**src/rtl/wb_bus_arbiter.sv**
```systemverilog
// wb_bus_arbiter: two-master (instruction bus, data bus), one-slave Wishbone
// arbiter. Round-robin on ties, registered grant, grant held for the whole
// cyc of the owning master, zero-latency request and ack paths once granted.
// Optional stall watchdog is compiled in when WB_ARB_TIMEOUT_EN is defined.
module wb_bus_arbiter #(
    parameter int ADDR_WIDTH     = 32,
    parameter int DATA_WIDTH     = 32,
    parameter int TIMEOUT_CYCLES = 255
) (
    input  logic                    clk_core,
    input  logic                    rst_core,
    // instruction master
    input  logic                    ibus_cyc,
    input  logic                    ibus_stb,
    input  logic                    ibus_we,
    input  logic [DATA_WIDTH/8-1:0] ibus_wstrb,
    input  logic [ADDR_WIDTH-1:0]   ibus_addr,
    input  logic [DATA_WIDTH-1:0]   ibus_data_out,
    output logic [DATA_WIDTH-1:0]   ibus_data_in,
    output logic                    ibus_ack,
    // data master
    input  logic                    dbus_cyc,
    input  logic                    dbus_stb,
    input  logic                    dbus_we,
    input  logic [DATA_WIDTH/8-1:0] dbus_wstrb,
    input  logic [ADDR_WIDTH-1:0]   dbus_addr,
    input  logic [DATA_WIDTH-1:0]   dbus_data_out,
    output logic [DATA_WIDTH-1:0]   dbus_data_in,
    output logic                    dbus_ack,
    // shared slave
    output logic                    mem_cyc,
    output logic                    mem_stb,
    output logic                    mem_we,
    output logic [DATA_WIDTH/8-1:0] mem_wstrb,
    output logic [ADDR_WIDTH-1:0]   mem_addr,
    output logic [DATA_WIDTH-1:0]   mem_data_out,
    input  logic [DATA_WIDTH-1:0]   mem_data_in,
    input  logic                    mem_ack,
    // status
    output logic [1:0]              grant,
    output logic                    timeout
);

    typedef enum logic [1:0] {
        ST_IDLE    = 2'd0,
        ST_GRANT_I = 2'd1,
        ST_GRANT_D = 2'd2
    } state_t;

    state_t                  r_state;
    state_t                  w_state_next;
    logic                    r_last_grant;   // 0 = ibus served last, 1 = dbus
    logic                    w_i_req;
    logic                    w_d_req;
    logic                    w_fire;         // watchdog terminates the transfer this cycle
    logic [DATA_WIDTH-1:0]   w_dead;         // error read data returned on a watchdog hit

    assign w_i_req = ibus_cyc & ibus_stb;
    assign w_d_req = dbus_cyc & dbus_stb;

    // A zero or negative watchdog limit would never be reachable; reject it at elaboration.
    if (TIMEOUT_CYCLES < 1) begin : g_bad_timeout
        $error("wb_bus_arbiter: TIMEOUT_CYCLES must be at least 1");
    end

`ifdef WB_ARB_TIMEOUT_EN
    localparam int          CNT_RAW   = $clog2(TIMEOUT_CYCLES + 1);
    localparam int          CNT_W     = (CNT_RAW < 8) ? 8 : ((CNT_RAW > 32) ? 32 : CNT_RAW);
    localparam logic [31:0] DEAD_WORD = 32'hDEAD_BEEF;

    logic [CNT_W-1:0] r_cnt;
    logic             w_cur_cyc;
    logic             w_cur_stb;
    logic             w_stall;
    logic             w_enter;

    // Zero-extend or truncate the 32-bit error word to the bus width.
    for (genvar gi = 0; gi < DATA_WIDTH; gi++) begin : g_dead
        if (gi < 32) begin : g_word_bit
            assign w_dead[gi] = DEAD_WORD[gi];
        end else begin : g_zero_bit
            assign w_dead[gi] = 1'b0;
        end
    end

    // Select the owning master's cyc/stb before the watchdog force is applied.
    always_comb begin
        w_cur_cyc = 1'b0;
        w_cur_stb = 1'b0;
        case (r_state)
            ST_GRANT_I: begin w_cur_cyc = ibus_cyc; w_cur_stb = ibus_stb; end
            ST_GRANT_D: begin w_cur_cyc = dbus_cyc; w_cur_stb = dbus_stb; end
            default:    begin w_cur_cyc = 1'b0;     w_cur_stb = 1'b0;     end
        endcase
    end

    // The count holds completed stalled cycles, so the hit lands on stalled cycle TIMEOUT_CYCLES.
    assign w_stall = w_cur_cyc & w_cur_stb & ~mem_ack;
    assign w_fire  = w_stall & (r_cnt == CNT_W'(TIMEOUT_CYCLES - 1)) & ~rst_core;
    assign w_enter = (w_state_next != ST_IDLE) && (w_state_next != r_state);

    // Stall counter: restarts on each new grant and on every forwarded ack.
    always_ff @(posedge clk_core) begin
        if (rst_core) begin
            r_cnt <= '0;
        end else if (w_enter || (mem_ack && w_cur_cyc) || w_fire) begin
            r_cnt <= '0;
        end else if (w_stall) begin
            r_cnt <= r_cnt + 1'b1;
        end
    end
`else
    assign w_fire = 1'b0;
    assign w_dead = '0;
`endif

    // State register and round-robin memory; last_grant moves only when a grant is entered.
    always_ff @(posedge clk_core) begin
        if (rst_core) begin
            r_state      <= ST_IDLE;
            r_last_grant <= 1'b1;
        end else begin
            r_state <= w_state_next;
            if ((w_state_next != ST_IDLE) && (w_state_next != r_state)) begin
                r_last_grant <= (w_state_next == ST_GRANT_D);
            end
        end
    end

    // Next-state: arbitrate from IDLE, hold while the owner keeps cyc, hand off directly.
    always_comb begin
        w_state_next = r_state;
        case (r_state)
            ST_IDLE: begin
                if (w_i_req && w_d_req) begin
                    w_state_next = r_last_grant ? ST_GRANT_I : ST_GRANT_D;
                end else if (w_i_req) begin
                    w_state_next = ST_GRANT_I;
                end else if (w_d_req) begin
                    w_state_next = ST_GRANT_D;
                end
            end
            ST_GRANT_I: begin
                if (w_fire) begin
                    w_state_next = ST_IDLE;
                end else if (!ibus_cyc) begin
                    w_state_next = w_d_req ? ST_GRANT_D : ST_IDLE;
                end
            end
            ST_GRANT_D: begin
                if (w_fire) begin
                    w_state_next = ST_IDLE;
                end else if (!dbus_cyc) begin
                    w_state_next = w_i_req ? ST_GRANT_I : ST_IDLE;
                end
            end
            default: w_state_next = ST_IDLE;
        endcase
    end

    // Output routing: the owner sees the slave, everything else is held at zero.
    // Acks are qualified by the owner's cyc and suppressed while reset is asserted.
    always_comb begin
        mem_cyc      = 1'b0;
        mem_stb      = 1'b0;
        mem_we       = 1'b0;
        mem_wstrb    = '0;
        mem_addr     = '0;
        mem_data_out = '0;
        ibus_ack     = 1'b0;
        ibus_data_in = '0;
        dbus_ack     = 1'b0;
        dbus_data_in = '0;
        grant        = 2'b00;
        case (r_state)
            ST_GRANT_I: begin
                grant        = 2'b01;
                mem_cyc      = ibus_cyc & ~w_fire;
                mem_stb      = ibus_stb & ~w_fire;
                mem_we       = ibus_we;
                mem_wstrb    = ibus_wstrb;
                mem_addr     = ibus_addr;
                mem_data_out = ibus_data_out;
                ibus_ack     = (mem_ack & ibus_cyc & ~rst_core) | w_fire;
                ibus_data_in = w_fire ? w_dead : mem_data_in;
            end
            ST_GRANT_D: begin
                grant        = 2'b10;
                mem_cyc      = dbus_cyc & ~w_fire;
                mem_stb      = dbus_stb & ~w_fire;
                mem_we       = dbus_we;
                mem_wstrb    = dbus_wstrb;
                mem_addr     = dbus_addr;
                mem_data_out = dbus_data_out;
                dbus_ack     = (mem_ack & dbus_cyc & ~rst_core) | w_fire;
                dbus_data_in = w_fire ? w_dead : mem_data_in;
            end
            default: begin
                grant = 2'b00;
            end
        endcase
    end

    assign timeout = w_fire;

endmodule

```
**config.mk**
```make
export PLATFORM = sky130hd
export DESIGN_NAME = wb_bus_arbiter
export DESIGN_NICKNAME = d
export VERILOG_FILES = /design/src/rtl/wb_bus_arbiter.sv
export SDC_FILE = /design/constraint.sdc
export NUM_CORES = 1
export LEC_CHECK = 0
export ABC_AREA = 1
export BUFFER_PORTS_ARGS = -buffer_cell sky130_fd_sc_hd__buf_2
export CAP_MARGIN = 20
export CELL_PAD_IN_SITES_DETAIL_PLACEMENT = 0
export CELL_PAD_IN_SITES_GLOBAL_PLACEMENT = 1
export CORE_AREA = 2 2 139 100
export CTS_CLUSTER_SIZE = 8
export DETAILED_ROUTE_END_ITERATION = 10
export DIE_AREA = 0 0 141 102
export HOLD_SLACK_MARGIN = 0.05
export PLACE_DENSITY_LB_ADDON = 0.05
export SETUP_SLACK_MARGIN = 0.5
export SLEW_MARGIN = 40
export SYNTH_ARGS = -nofsm -noshare
export SYNTH_HDL_FRONTEND = slang
export SYNTH_SLANG_ARGS = --single-unit
```
**constraint.sdc**
```tcl
create_clock -name clk_core -period 3.9 [get_ports clk_core]
set_input_delay 0.195 -clock clk_core [delete_from_list [all_inputs] [get_ports clk_core]]
set_output_delay 0.195 -clock clk_core [all_outputs]
set_load 0.005 [all_outputs]
```
# == Word level (Yosys, flattened, before mapping) ==
# Cells that the tools add are included.
# word_totals
regBits,3
input_bits,177
output_inout_bits,140
word_cells,37
# op_classes
n_eq_ne,4
muxes,20
bitwise_logic,7
reduce_logical,4
# ops
cell,n
$pmux 32 s2,2
$mux 32,2
$mux 2,7
$pmux 4 s2,1
$and 1x1->1,6
$pmux 1 s2,3
$pmux 2 s3,1
$eq 2x2->1 const B,2
$pmux 2 s2,1
$mux 1,3
$eq 2x1->1 const B,1
$logic_and 1x1->1,2
$logic_not 2->1,1
$ne 2x2->1,1
$reduce_bool 2->1,1
$not 1->1,1

# == Longest topological paths before layout ==
# Gate-level depths: netlist of run 1.
# logic_depth
ltp_word,7
ltp_mapped,14
depth_no_buf,14

# == Worst setup path before layout of run 1 ==
# No wires, ideal clock.
# synth_path
path_type,reg2out
from,reg r_state[1]
to,out mem_addr[0]
t_arrival_ns,1.357
t_required_ns,3.705
slack_ns,2.348
path_stages_with_launch,7
path_buffers,2
cell_sequence,dfxtp_1 > inv_1 > ha_1 > buf_2 > buf_1 > nand2_1 > a21oi_1
# synth_via
elab_chain_cells,2
elab_cells_between_ends,3
cone_classes,eq/ne: 2; mux: 1
# synth_rtl
item,line,text
"start, declared",50,state_t r_state;
"start signal, assigned",123,r_state <= w_state_next;
$eq 2x2->1 or $eq 2x1->1 (tied branches),175,case (r_state)
$pmux 32 s2 *,175,
"end, declared",35,"output logic [ADDR_WIDTH-1:0] mem_addr,"
# Every way passes the cells marked *; elsewhere a longest branch is shown, timed or not.

# == Worst setup path after layout of run 1 ==
# layout_path
from,reg r_state[0]
to,out mem_wstrb[1]
# layout_via
elab_chain_cells,2
elab_cells_between_ends,3
cone_classes,eq/ne: 2; mux: 1
# layout_rtl
item,line,text
$eq 2x2->1 or $eq 2x1->1 (tied branches),175,
$pmux 4 s2 *,175,
"end, declared",34,"output logic [DATA_WIDTH/8-1:0] mem_wstrb,"
# Marked as above.

==> impl_summary.md, run 1 <==
Timing
In this run the tightest slew margin relative to its limit is 52.67%. For the final routed database, the setup TNS stands at 0 ns. Setup repair after global routing left no endpoint under its margin. The final count of hold timing violations came to 0. The worst clock skew on the final layout is 0.0003868 ns. Across all setup checks in the final design, the least slack found is 1.340 ns. The actual slew at the worst max-slew pin is 0.7100 ns. The maximum clock frequency is 0.3906 GHz.

The setup-violating endpoint count in the final report is 0. The part of the cycle the worst path needs is 65.64%. The smallest hold slack is 0.2122 ns. The routed design could run at a clock period as short as 2.560 ns.

The number of max-slew violations in the final report is 0.

Worst setup path
The end of the worst register-to-register path is r_last_grant$_SDFFE_PP1P_. The worst setup path is of the flop to output pin kind. At the worst endpoint, the required time is 3.70 ns.

The startpoint identified for the worst register-to-register timing path is r_state[0]$_SDFF_PP0_. The worst-path maximum fanout is 48. STA classifies the critical path endpoint as an output pin. The arrival time at the worst endpoint is 2.36 ns. Measured in cells, the most critical reg-to-reg path has a length of 13. The worst setup path is launched from a flop. The setup slack on the worst flop-to-flop path is 1.71 ns.

Place
Detailed placement finished with a half-perimeter wire length of 9031 um. The total of buffers placed on input and output ports is 315. The setup slack at placement is 1.525 ns.

The final weighted congestion in routability-driven placement is 0.8056. Counting tap cells, the placed design contains a total of 882 instances. In this run the cell area measured after placement is 3513 um2.

Synthesis
The library cell with the largest summed area after synthesis is nand2_1. In the synthesized netlist, the number of instances is 427. The most used flip-flop cell after synthesis is dfxtp_1. The proportion of netlist area held by the largest area contributor is 47.71%.

The fraction of registers with async set/reset is 0%. The synthesized netlist occupies a cell area of 1802 um2. In the post-synthesis netlist, the biggest area contributors are nand2_1, a21oi_1, inv_1, clkbuf_1, dfxtp_1.

The number of enable flip-flop cells after synthesis is 0. After synthesis, the mean cell area works out to 4.220 um2. Counting flops and latches in the post-synthesis netlist gives 3. The most frequently used cell type in the post-synthesis netlist is nand2_1. The register area share after synthesis is 3.333%.

Synthesis produced a netlist with a net count of 608. Counting distinct cell types in the post-synthesis netlist gives 15. For this run, the number of Yosys warnings is 0. After synthesis, the most frequently instantiated cells are nand2_1, inv_1, a21oi_1.

Layout
Cells fill 27.62% of the core in the end. The sequential standard cell area is 60.06 um2. Summing all non-filler instances in the final layout gives an area of 3592 um2. The repair_antennas step left the layout with diodes totalling 0.

From synthesis to final layout, the design area changed by 99.38%. The filler-free cell count of the finished design is 886. The post-route netlist has 45.14% of its cells at a drive strength greater than 1. In the final layout, the multi-input gates occupy 1346 um2. The layout has 1,562 filler cells.

After the last flow step, the layout net total stands at 902.

Clock network
TritonCTS built the clock tree. The clock passes through at most 2 buffers. The clock sink count is 3. The post-cts repair resize count is 0. The later-pin clock latency in the skew report is 0.23 ns. The buffer count from post-CTS setup fixing is 0. The number of levels in the clock H-tree is 1. The number of hold buffers added after cts is 0.

The number of buffers created by CTS is 3. Clock-pin slew was measured on the worst setup and hold paths at 0.03 ns. The tree is rooted in a clkbuf_16.

Run
Max-cap violations in this run came to 0.

Run status
The run finished with clean final reports.

Global route
The wire length of the first global-routing pass is 16,410 um. Global routing finished with a remaining overflow of 0. The total routing resource utilization after global routing is 14.01%. Entering global routing, the biggest net connects 67 pins.

The initial antenna violation count is 1. The number of global-route vias before repair is 3,359.

Die
Measured along the y axis, the die boundary spans 102 um. 317 I/O pins were placed. The site row count is 35. The core region area is 13,010 um2.

The horizontal die dimension is 141 um. The die covers 14,380 um2. The initial utilization of the core area, before any placement, comes to 13.85%.

Detailed routing
The number of vias in the routed layout is 3,484. The routed design has 11,090 um of wire. Dividing the detail-routed wire length by the instance count gives 12.51 um. For this run, design rule violations remaining after detail routing come to 0. The number of vias per cell is 3.932. The DRC violation total after the first TritonRoute iteration is 120. The number of optimization iterations in the first detailed-route pass is 4. In this run the remaining antenna-violating nets after routing total 0.

Hold path
In this run the most critical hold path is launched from rst_core. The path class of the tightest hold or removal check is input port to flop. The path with the worst hold slack has its endpoint at r_state[1]$_SDFF_PP0_. The count of cells along the worst hold path is 2.

Power
The cell leakage power is 2.530 nW. The peak ir drop on the vdd network is 0.00009006 V. The power per unit of standard cell area is 162.9 nW/um2.

The total power consumption of the routed design is 585.3 uW.
## logic make-up after synthesis
logic type | count (synthesis) | synth area share (%)
AO/OA/AOI/OAI | 71 | 19.72
adder cells (fa/ha/maj) | 4 | 2.778
buffers and inverters | 108 | 23.33
flip-flops | 3 | 3.333
other | 1 | 0.2081
AND/OR/NAND/NOR | 240 | 50.62
## routing by layer
metal	vias up	wire length (um)	global-route usage [%]	share of wire, %
li1	1840	-	-	-
met5	-	13	0	0.12
met1	1485	4295	15.86	39
met3	10	809	3.046	7.3
met4	2	110	2.538	0.99
met2	147	5855	27.50	53
## registers in the layout, summed over array words and instances (netlist names)
register,count
r_state,2
r_last_grant,1
## cell type report
class	instances	area share, %
clock buffers	4	2.194
inverters	78	8.150
multi-input cells	316	37.48
flip-flops and latches	3	1.672
well taps	166	5.782
repair buffers	319	44.72
## how the worst max path moves through the flow
stage / start / endpoint / slack, ns
2_1_floorplan: r_state[1]$_SDFF_PP0_ / mem_addr[0] / 2.35
3_3_place_gp: r_state[1]$_SDFF_PP0_ / mem_wstrb[1] / 1.52
3_5_place_dp: r_state[0]$_SDFF_PP0_ / mem_wstrb[1] / 1.52
4_1_cts: r_state[0]$_SDFF_PP0_ / mem_addr[28] / 1.29
5_1_grt: r_state[0]$_SDFF_PP0_ / mem_wstrb[1] / 1.16
6_report: r_state[0]$_SDFF_PP0_ / mem_wstrb[1] / 1.34
## power by group
group	internal, mW	switching (mW)	total, mW
Combinational	0.156	0.223	0.380
Sequential	0.0351	0.00558	0.0407
Clock	0.135	0.0298	0.165
Total	0.326	0.259	0.585
## critical path, cell delays in order, from the launching register on
cell	delay [ns]
dfxtp_1	0.46
inv_1	0.15
ha_1	0.32
inv_2	0.35
buf_4	0.52
a21oi_1	0.12
buf_2	0.16
## placed cells by master, fill, tap and decap left out, types with 3 or more instances in the layout
| cell type | instances |
|---|---|
| a21oi_1 | 71 |
| buf_4 | 4 |
| nand3_1 | 5 |
| buf_2 | 315 |
| nor2_1 | 3 |
| nand2_1 | 229 |
| inv_1 | 77 |
| clkbuf_16 | 3 |
| dfxtp_1 | 3 |
Power figures use the tool's default switching activity.
==> inputs of run 2 (changes only) <==
--- a/config.mk
+++ b/config.mk
@@ -10,10 +10,10 @@
 export CAP_MARGIN = 20
 export CELL_PAD_IN_SITES_DETAIL_PLACEMENT = 0
 export CELL_PAD_IN_SITES_GLOBAL_PLACEMENT = 1
-export CORE_AREA = 2 2 139 100
+export CORE_AREA = 2 2 150 108
 export CTS_CLUSTER_SIZE = 8
 export DETAILED_ROUTE_END_ITERATION = 10
-export DIE_AREA = 0 0 141 102
+export DIE_AREA = 0 0 152 110
 export HOLD_SLACK_MARGIN = 0.05
 export PLACE_DENSITY_LB_ADDON = 0.05
 export SETUP_SLACK_MARGIN = 0.5
==> constraint.sdc (replaced) <==
create_clock -name clk_core -period 2.2 [get_ports clk_core]
set_input_delay 0.11 -clock clk_core [delete_from_list [all_inputs] [get_ports clk_core]]
set_output_delay 0.11 -clock clk_core [all_outputs]
set_load 0.005 [all_outputs]
==> run 2 against run 1 <==
Compared with the run above:
- via count up 6.6%
- hold slack worse by 0.070 ns
- clock power rose by 76%
- critical path depth is 1 higher
- critical endpoint is now mem_data_out[20]
==> impl_summary.md, run 2 (synthesis results as in run 1) <==
Worst setup path
The arrival time at the worst endpoint is 1.56 ns (-0.80 ns). The setup slack on the worst flop-to-flop path was 0.59 ns (-1.12 ns). The element type at the critical path start is a flop. The number of cells on the worst reg-to-reg path is 15 (+2). The startpoint identified for the worst register-to-register timing path is r_state[0]$_SDFF_PP0_.

The critical path is of the flop to output pin type. The worst-path maximum fanout is 24 (-50%). The endpoint type of the worst setup path is an output pin. The worst register-to-register path ends at r_last_grant$_SDFFE_PP1P_.

The critical path required time is 2.09 ns (-1.61 ns).

Layout
The filler-free cell count of the finished design was 947 (+6.9%). The total number of nets in the final design was 929 (+3.0%). The number of diodes is 0 (unchanged).

The flip-flop count of the largest register after layout was 2 (unchanged). The fraction of layout cells with a size suffix above 1 is 51.00% (+5.9 points). The register containing the most flip-flops in the final layout is r_state. The largest registers in the layout are r_state (2), r_last_grant (1). The library cells used most frequently in the layout, excluding fill and tap cells, are buf_2, nand2_1, inv_1. The library cell used most frequently in the layout, excluding fill and tap cells, is buf_2. The number of fill cells is 1,796 (+15%). The relative area change from synthesis to final layout is 139.2%.

Die
The site row count is 38 (+8.6%). The horizontal die dimension is 152 um (+7.8%). The area of the die came to 16,720 um2 (+16%). The y dimension of the die is 110 um (+7.8%). The starting density of the core came to 11.81% (-2.0 points). The number of top-level pins came to 317 (unchanged). The core region area is 15,260 um2 (+17%).

Clock network
The buffer levels on the longest clock path is 2 (unchanged). The clock sink count came to 3 (unchanged). The clock tree from TritonCTS is done. The later-pin clock latency in the skew report is 0.22 ns (about the same). The number of buffers created by CTS is 3 (unchanged). The cell sitting at the root of the clock tree is a clkbuf_16.

The CTS clock-pin slew for the worst setup and hold paths is 0.03 ns (about the same). The number of levels in the clock H-tree is 1 (unchanged). The number of hold buffers added after cts is 0 (unchanged).

Timing
The smallest hold slack is 0.1424 ns (-0.06984 ns). The final count of hold timing violations was 0 (unchanged). The number of max-slew violations in the final report was 0 (unchanged). The maximum clock frequency is 0.5985 GHz. The post-route minimum period is 1.671 ns.

The setup-violating endpoint count in the final report came to 0 (unchanged). The part of the cycle the worst path needs is 75.95%. Setup repair after global routing could not meet its margin everywhere. The post-route setup TNS came to 0 ns (unchanged). The worst clock skew on the final layout was 0.001395 ns (+0.001008 ns).

Power
The total power consumption of the routed design is 1.347 mW (+130%). The sequential share of power is 5.6% (-1.4 points). The switching part of the total power is 42.47% (-1.8 points). The switching power of the nets is 571.9 uW (+120%). The peak ir drop on the vdd network is 0.0002209 V (+150%). The power per unit of standard cell area is 312.5 nW/um2 (+92%).

The logic gate share of total power is 72.9% (+8.0 points). The total internal power is 774.8 uW (+140%). The cell leakage power came to 2.801 nW (+11%). The portion of total power attributed to the clock network is 21.6% (-6.6 points).

Global route
The met2 demand-to-capacity share in global routing came to 24.20% (-3.3 points). The global routing met1 resource utilization is 13.83% (-2.0 points). The number of global-route vias before repair is 3,331 (-0.83%). The most utilized layer in the global route result is met2. The total routing resource utilization after global routing was 12.62% (-1.4 points). The total overflow reported by the global router is 0 (unchanged). The largest net degree at the start of global routing came to 58 (-13%).

The routing usage on met3 is 3.909% (+0.86 points). The initial antenna violation count is 0 (-1). The wire length of the first global-routing pass was 16,840 um (+2.6%).

Run status
The run finished with clean final reports.

Detailed routing
The number of optimization iterations in the first detailed-route pass is 4 (unchanged). The final routed wire length divided by cell count was 14.52 um (+16%). The total wirelength of the detailed-routed design is 13,750 um (+24%). The number of DRC violations after detailed routing came to 0 (unchanged).

The DRC violation total after the first TritonRoute iteration was 135 (+13%). The final antenna-violating net count is 0 (unchanged). The number of vias per cell is 3.921 (-0.29%). The number of vias in the routed layout was 3,713 (+6.6%).

Hold path
The count of cells along the worst hold path was 2 (unchanged). The startpoint of the tightest hold check path is rst_core. The path type of the worst min-delay path is input port to flop. The capture endpoint of the worst hold path is r_state[0]$_SDFF_PP0_.

Place
The detailed placer's ending HPWL is 9331 um (+3.3%). The total of buffers placed on input and output ports is 315 (unchanged). The placed instance count is 918 (+4.1%). The final weighted congestion in routability-driven placement is 0.8148 (+1.1%).

Run
The count of maximum capacitance violations is 0 (unchanged).
[run 2: cell types whose count changed in the layout (fill, tap and decap cells not counted), moves of 3 or more]
cell / delta
a21oi_1: -21
inv_4: +3
clkbuf_16: +9
buf_12: +7
buf_16: +3
a21oi_2: +21
buf_6: +4
nand2_1: -3
[run 2: critical path, stage by stage (launching register included)]
cell and delay (ns):
dfxtp_4 0.38, inv_4 0.06, buf_12 0.12, ha_4 0.26, inv_4 0.06, buf_12 0.16, a21oi_1 0.13, buf_2 0.14
[run 2: area by class of cell]
cell class / instances / area [um2] / share of cell area [%]
well taps: 200 / 250.2 / 5.807
flip-flops and latches: 3 / 67.56 / 1.568
multi-input cells: 316 / 1450 / 33.65
inverters: 78 / 300.3 / 6.969
clock buffers: 4 / 78.83 / 1.829
repair buffers: 346 / 2162 / 50.17
[run 2: worst max path at each step]
stage,slack [ns],cells after the start,startpoint,endpoint
6_report,0.53,7,r_state[0]$_SDFF_PP0_,mem_data_out[20]
3_5_place_dp,0.37,6,r_state[0]$_SDFF_PP0_,mem_stb
5_1_grt,0.45,7,r_state[0]$_SDFF_PP0_,mem_data_out[23]
3_3_place_gp,0.46,6,r_state[0]$_SDFF_PP0_,mem_addr[19]
2_1_floorplan,0.65,14,r_state[0]$_SDFF_PP0_,r_last_grant$_SDFFE_PP1P_
4_1_cts,0.49,6,r_state[0]$_SDFF_PP0_,mem_data_out[27]
[run 2: per-stage QoR]
step	area [um2]	utilization (%)	setup WS (ns)
after floorplan	1802	-	0.6494
after global placement	3583	23.48	0.4649
after detailed placement	3583	23.48	0.3687
after CTS	3812	24.98	0.4902
after global routing	4309	28.23	0.4499
final	4309	28.23	0.5292
[run 2: power by group through the flow]
stage | Sequential [mW] | Clock, mW | Combinational [mW]
2_1_floorplan | 0.0687 | 0 | 0.330
3_3_place_gp | 0.0740 | 0 | 0.707
3_5_place_dp | 0.0737 | 0 | 0.705
4_1_cts | 0.0733 | 0.296 | 0.794
5_1_grt | 0.0763 | 0.303 | 1.08
6_report | 0.0750 | 0.290 | 0.981
[run 2: repair_timing]
action                                  4_1_cts  5_1_grt
pin swaps                                     0        8
gates resized for setup                      25       32
setup buffers                                 0       12
cloned                                        2       11
endpoints found under the setup margin      136       88
[run 2: layer usage]
metal | wire [um] | part of all wire (%) | vias to the layer above
li1 | - | - | 1900
met1 | 5866 | 43 | 1645
met2 | 6732 | 49 | 158
met3 | 1003 | 7.3 | 10
met4 | 153 | 1.1 | 0
met5 | 0 | 0 | -
